--- src/rtl/dot_product_engine.sv ---
// dot_product_engine: sweeps a shared read address over vector memories A and B and accumulates signed products
// Ports:
//   clk, rst_n              clock, synchronous active-low reset
//   start, len, base_addr   request; len/base_addr captured with start in IDLE
//   busy                    high whenever not IDLE
//   rd_en, rd_addr          read strobe and shared address to both memories (latency 1)
//   a_data, b_data          registered memory outputs
//   result, result_valid,
//   result_ready            scalar result on a valid/ready handshake
module dot_product_engine #(
  parameter int DATA_WIDTH = 8,
  parameter int ADDR_WIDTH = 4,
  parameter int ACC_WIDTH  = 20
) (
  input  logic                  clk,
  input  logic                  rst_n,
  input  logic                  start,
  input  logic [ADDR_WIDTH:0]   len,
  input  logic [ADDR_WIDTH-1:0] base_addr,
  output logic                  busy,
  output logic                  rd_en,
  output logic [ADDR_WIDTH-1:0] rd_addr,
  input  logic [DATA_WIDTH-1:0] a_data,
  input  logic [DATA_WIDTH-1:0] b_data,
  output logic [ACC_WIDTH-1:0]  result,
  output logic                  result_valid,
  input  logic                  result_ready
);
  typedef enum logic [1:0] {IDLE, READ, DRAIN, DONE} state_t;
  state_t state;
  logic [ADDR_WIDTH:0] rem;
  logic pipe;
  logic signed [ACC_WIDTH-1:0] a_ext, b_ext, prod, acc;
  always_comb begin
    a_ext = {{(ACC_WIDTH-DATA_WIDTH){a_data[DATA_WIDTH-1]}}, a_data};
    b_ext = {{(ACC_WIDTH-DATA_WIDTH){b_data[DATA_WIDTH-1]}}, b_data};
    prod  = a_ext * b_ext;
  end
  // pipe marks that the memories sampled rd_en last edge, so their data is valid now.
  // len=0 passes through DRAIN with an empty pipe, so result=0 lands one edge later.
  always_ff @(posedge clk) begin
    if (!rst_n) begin
      state        <= IDLE;
      busy         <= 1'b0;
      rd_en        <= 1'b0;
      rd_addr      <= '0;
      rem          <= '0;
      pipe         <= 1'b0;
      acc          <= '0;
      result       <= '0;
      result_valid <= 1'b0;
    end else begin
      pipe <= rd_en;
      if (pipe) acc <= acc + prod;
      case (state)
        IDLE: if (start) begin
          acc     <= '0;
          rem     <= len;
          rd_addr <= base_addr;
          busy    <= 1'b1;
          rd_en   <= len != '0;
          state   <= len == '0 ? DRAIN : READ;
        end
        READ: if (rem == (ADDR_WIDTH+1)'(1)) begin
          rd_en <= 1'b0;
          state <= DRAIN;
        end else begin
          rd_addr <= rd_addr + 1'b1;
          rem     <= rem - 1'b1;
        end
        DRAIN: if (!pipe) begin
          result       <= acc;
          result_valid <= 1'b1;
          state        <= DONE;
        end
        DONE: if (result_ready) begin
          result_valid <= 1'b0;
          busy         <= 1'b0;
          state        <= IDLE;
        end
        default: state <= IDLE;
      endcase
    end
  end
endmodule

--- config.mk ---
export PLATFORM = sky130hd
export DESIGN_NAME = dot_product_engine
export DESIGN_NICKNAME = d
export VERILOG_FILES = /design/src/rtl/dot_product_engine.sv
export SDC_FILE = /design/constraint.sdc
export NUM_CORES = 1
export LEC_CHECK = 0
export CORE_MARGIN = 4
export CORE_UTILIZATION = 45
export CTS_BUF_LIST = sky130_fd_sc_hd__clkbuf_8 sky130_fd_sc_hd__clkbuf_16
export CTS_CLUSTER_DIAMETER = 120
export DETAILED_ROUTE_END_ITERATION = 10
export HOLD_SLACK_MARGIN = 0.03
export PLACE_DENSITY_LB_ADDON = 0.1
export SYNTH_ARGS = -nofsm -noshare
export SYNTH_HDL_FRONTEND = slang
export SYNTH_SLANG_ARGS = --single-unit
export TNS_END_PERCENT = 20
--- constraint.sdc ---
create_clock -name clk -period 6.5 [get_ports clk]
set_clock_uncertainty 0.1 [all_clocks]
set_input_delay 1.3 -clock clk [delete_from_list [all_inputs] [get_ports clk]]
set_output_delay 1.3 -clock clk [all_outputs]
set_load 0.05 [all_outputs]
==> impl_metrics.yaml <==
timing:
  finalHoldViolCount: 0
  slew_headroom_pct: 35.0
  post-route-period-util_pct: 97.9
  whs_ps: 361
  setup_viol: 0
  fin_ws_ps: 137
  max_freq_mhz: 157
  fin_crit_ps: 6360
  worst_slew_pin_slew_ps: 974
  tns_ps: 0
  drv_slew: 0
logic_synthesis:
  synth_commonest_cells: "inv_1 (108), fa_1 (88), nand2_1 (86)"
  synth_xor_area_share_pct: 1.94
  yosysSeqAreaShare_pct: 18.8
  synth_compound_area_share_pct: 12.0
  synthAdderAreaFrac_pct: 41.3
  syn_nets: 835
  muxShareOfSynthArea_pct: 1.79
  yosysWarningCount: 0
  synth_top_area_share_pct: 30.0
  synthFlopType: "dfxtp_1"
  synth_top_family_by_area: "adder cells"
  yosysMostFrequentCell: "inv_1"
  syn-cell-area_um2: 5870
  async_flop_share_pct: 0
  synth_edf_count: 0
  synthSimpleGateAreaFrac_pct: 16.1
  yosys.area.top_type: "fa_1"
  ys_ff_latch: 55
  synth.distinct_cells: 49
  ys_top_cells_by_area: "fa_1 (30%), dfxtp_1 (19%), ha_1 (11%), inv_1 (6.9%), nand2_1 (5.5%)"
  syn-instance-count: 665
  syn_avg_cell_area_um2: 8.83
die:
  die_w_um: 122
  die_h_um: 122
  fp-row-count: 41
  coreArea_um2: 12700
  boundaryPins: 56
  dieArea_um2: 14900
  start_util_pct: 46.2
cts:
  clkTransAtPathRegs_ps: 80
  cts_max_path_buffers: 2
  clock-root-buffer: "clkbuf_16"
  clk_latency_ps: 290
  cts_sinks: 55
  holdBufCountCts: 0
  cts_buffers: 5
  cts_tree: "done"
  htreeDepth: 2
grt:
  grt_pass1_vias: 5054
  grt_start_max_net_pins: 32
  track_usage_pct: 19.5
  grt_antenna_before_repair: 0
  grt_overflow: 0
  grt_pass1_wl_um: 23900
setup_path:
  slowest_delay_ps: 560
  critical_path_arrival_ps: 6440
  critPathMaxFanout: 3
  startpoint_type: "input pin"
  worst_path_max_delay_cell: "fa_1"
  required_ps: 6580
  path_cells: "clkdlybuf4s50_1 -> and2_2 -> inv_1 -> fa_1 -> inv_1 -> fa_1 -> fa_1 -> fa_1 -> fa_1 -> ha_1 -> o21a_1 -> o31a_1 -> o31a_1 -> a2111o_1 -> a211o_1 -> mux2_4"
  endpoint_kind: "flop"
  crit_top_cell: "fa_1"
  path_class: "in2reg"
cells_and_area:
  nNetsFinal: 937
  fillCellCount: 1202
  fin_area_um2: 7220
  final_cells: 940
  antenna_cells: 0
  synthToLayoutAreaGrowth_pct: 22.9
  final_layout_size_suffix_gt1_share_pct: 9.64
  final_util_pct: 56.7
power:
  peakVddDrop_mv: 0.270
  comb_power_share_pct: 78.0
  clkPwrFrac_pct: 8.8
  power_density_nw_per_um2: 485
  leakagePower_nw: 3.40
  finalPower_mw: 3.50
  p_seq_share_pct: 13.2
  switching_power_mw: 1.63
  p_int_mw: 1.87
  netSwitchingFraction_pct: 46.6
detailed_routing:
  first_iter_violations: 139
  routed_via_density: 5.01
  routedWlPerCell_um: 14.3
  vias: 4707
  drt.antenna.violating_nets: 0
  drc: 0
  dr.pass1.iters: 4
  totalWireLength_um: 13400
placed_design:
  port_buffers: 55
  placed_cells: 931
  gp_congestion: 0.866
  hpwl_um: 11400
  dpl-instance-area_um2: 7000
  place_ws_ps: -354
worst_hold_path:
  min_path_type: "reg2reg"
flow_run:
  drv_cap: 0
status:
  status: "complete, no violations"
-- cells in the final DEF, fill, tap and decap left out, types with 9 or more instances in the layout --
| cell type | count |
|---|---|
| a21oi_1 | 47 |
| nand3_1 | 9 |
| and2_1 | 33 |
| fa_1 | 87 |
| ha_1 | 53 |
| nand2_1 | 86 |
| buf_4 | 57 |
| o21ai_0 | 18 |
| nor3_1 | 12 |
| clkdlybuf4s50_1 | 46 |
| dfxtp_1 | 55 |
| nor2_1 | 45 |
| inv_1 | 108 |
| mux2i_1 | 9 |
| xnor2_1 | 10 |
-- layout make-up --
class                   count  area [um^2]  area share (%)
multi-input cells         483         4320            59.9
clock inverters             3         46.3           0.641
repair buffers            112          997            13.8
inverters                 110          413            5.72
well taps                 172          215            2.98
clock buffers               5          125            1.73
flip-flops and latches     55         1100            15.3
-- metal layers --
layer	track usage, %	vias to the layer above	part of all wire [%]
met5	0	-	0
met4	4.06	0	1.6
met3	2.17	16	2.8
met2	35.0	82	52
met1	25.4	2275	44
li1	-	2334	-
-- state kept, by name, summed over array words and instances, names as in the netlist --
name,count
rd_addr,4
pipe,1
busy,1
acc,20
rem,5
result_valid,1
result,20
rd_en,1
state,2
-- power by group through the flow --
stage                     combinational (mW)  clock, mW  sequential [mW]
after CTS                               2.73      0.314            0.463
after floorplan                         1.79          0            0.515
final                                   2.73      0.307            0.461
after global routing                    3.12      0.330            0.472
after global placement                  2.64          0            0.468
after detailed placement                2.71          0            0.470
-- final timing paths --
path / from / endpoint / slack, ps / cells after the start
worst max register to register: acc[6] / acc[18] / 1400 / 16
worst min register to register: result[1] / result[1] / 360 / 2
worst max-delay path: a_data[7] / acc[18] / 140 / 16
worst min-delay path: result[1] / result[1] / 360 / 2
-- cell families (layout without fill, tap and decap cells) --
logic type | after synthesis | in the layout
AOI/OAI and AO/OA | 113 | 113
xor gates and xnor gates | 13 | 13
adders and majority gates | 141 | 141
buffers and inverters | 127 | 230
DFF | 55 | 55
muxes | 10 | 10
and+or+nand+nor | 206 | 206
-- critical path, delay by kind of cell --
kind / cells / cell delay [ps]
buffers and inverters: 3 / 630
and+or+nand+nor: 1 / 170
AOI/OAI and AO/OA: 5 / 1280
adders and majority gates: 6 / 2750
muxes: 1 / 290
-- timing repair --
item,CTS,global route
cloned,0,0
pin swaps,1,2
resized for setup,1,14
endpoints found under the setup margin,1,4
buffers inserted,0,1
hold endpoints to repair,0,0
(Power assumes the default switching activity.)
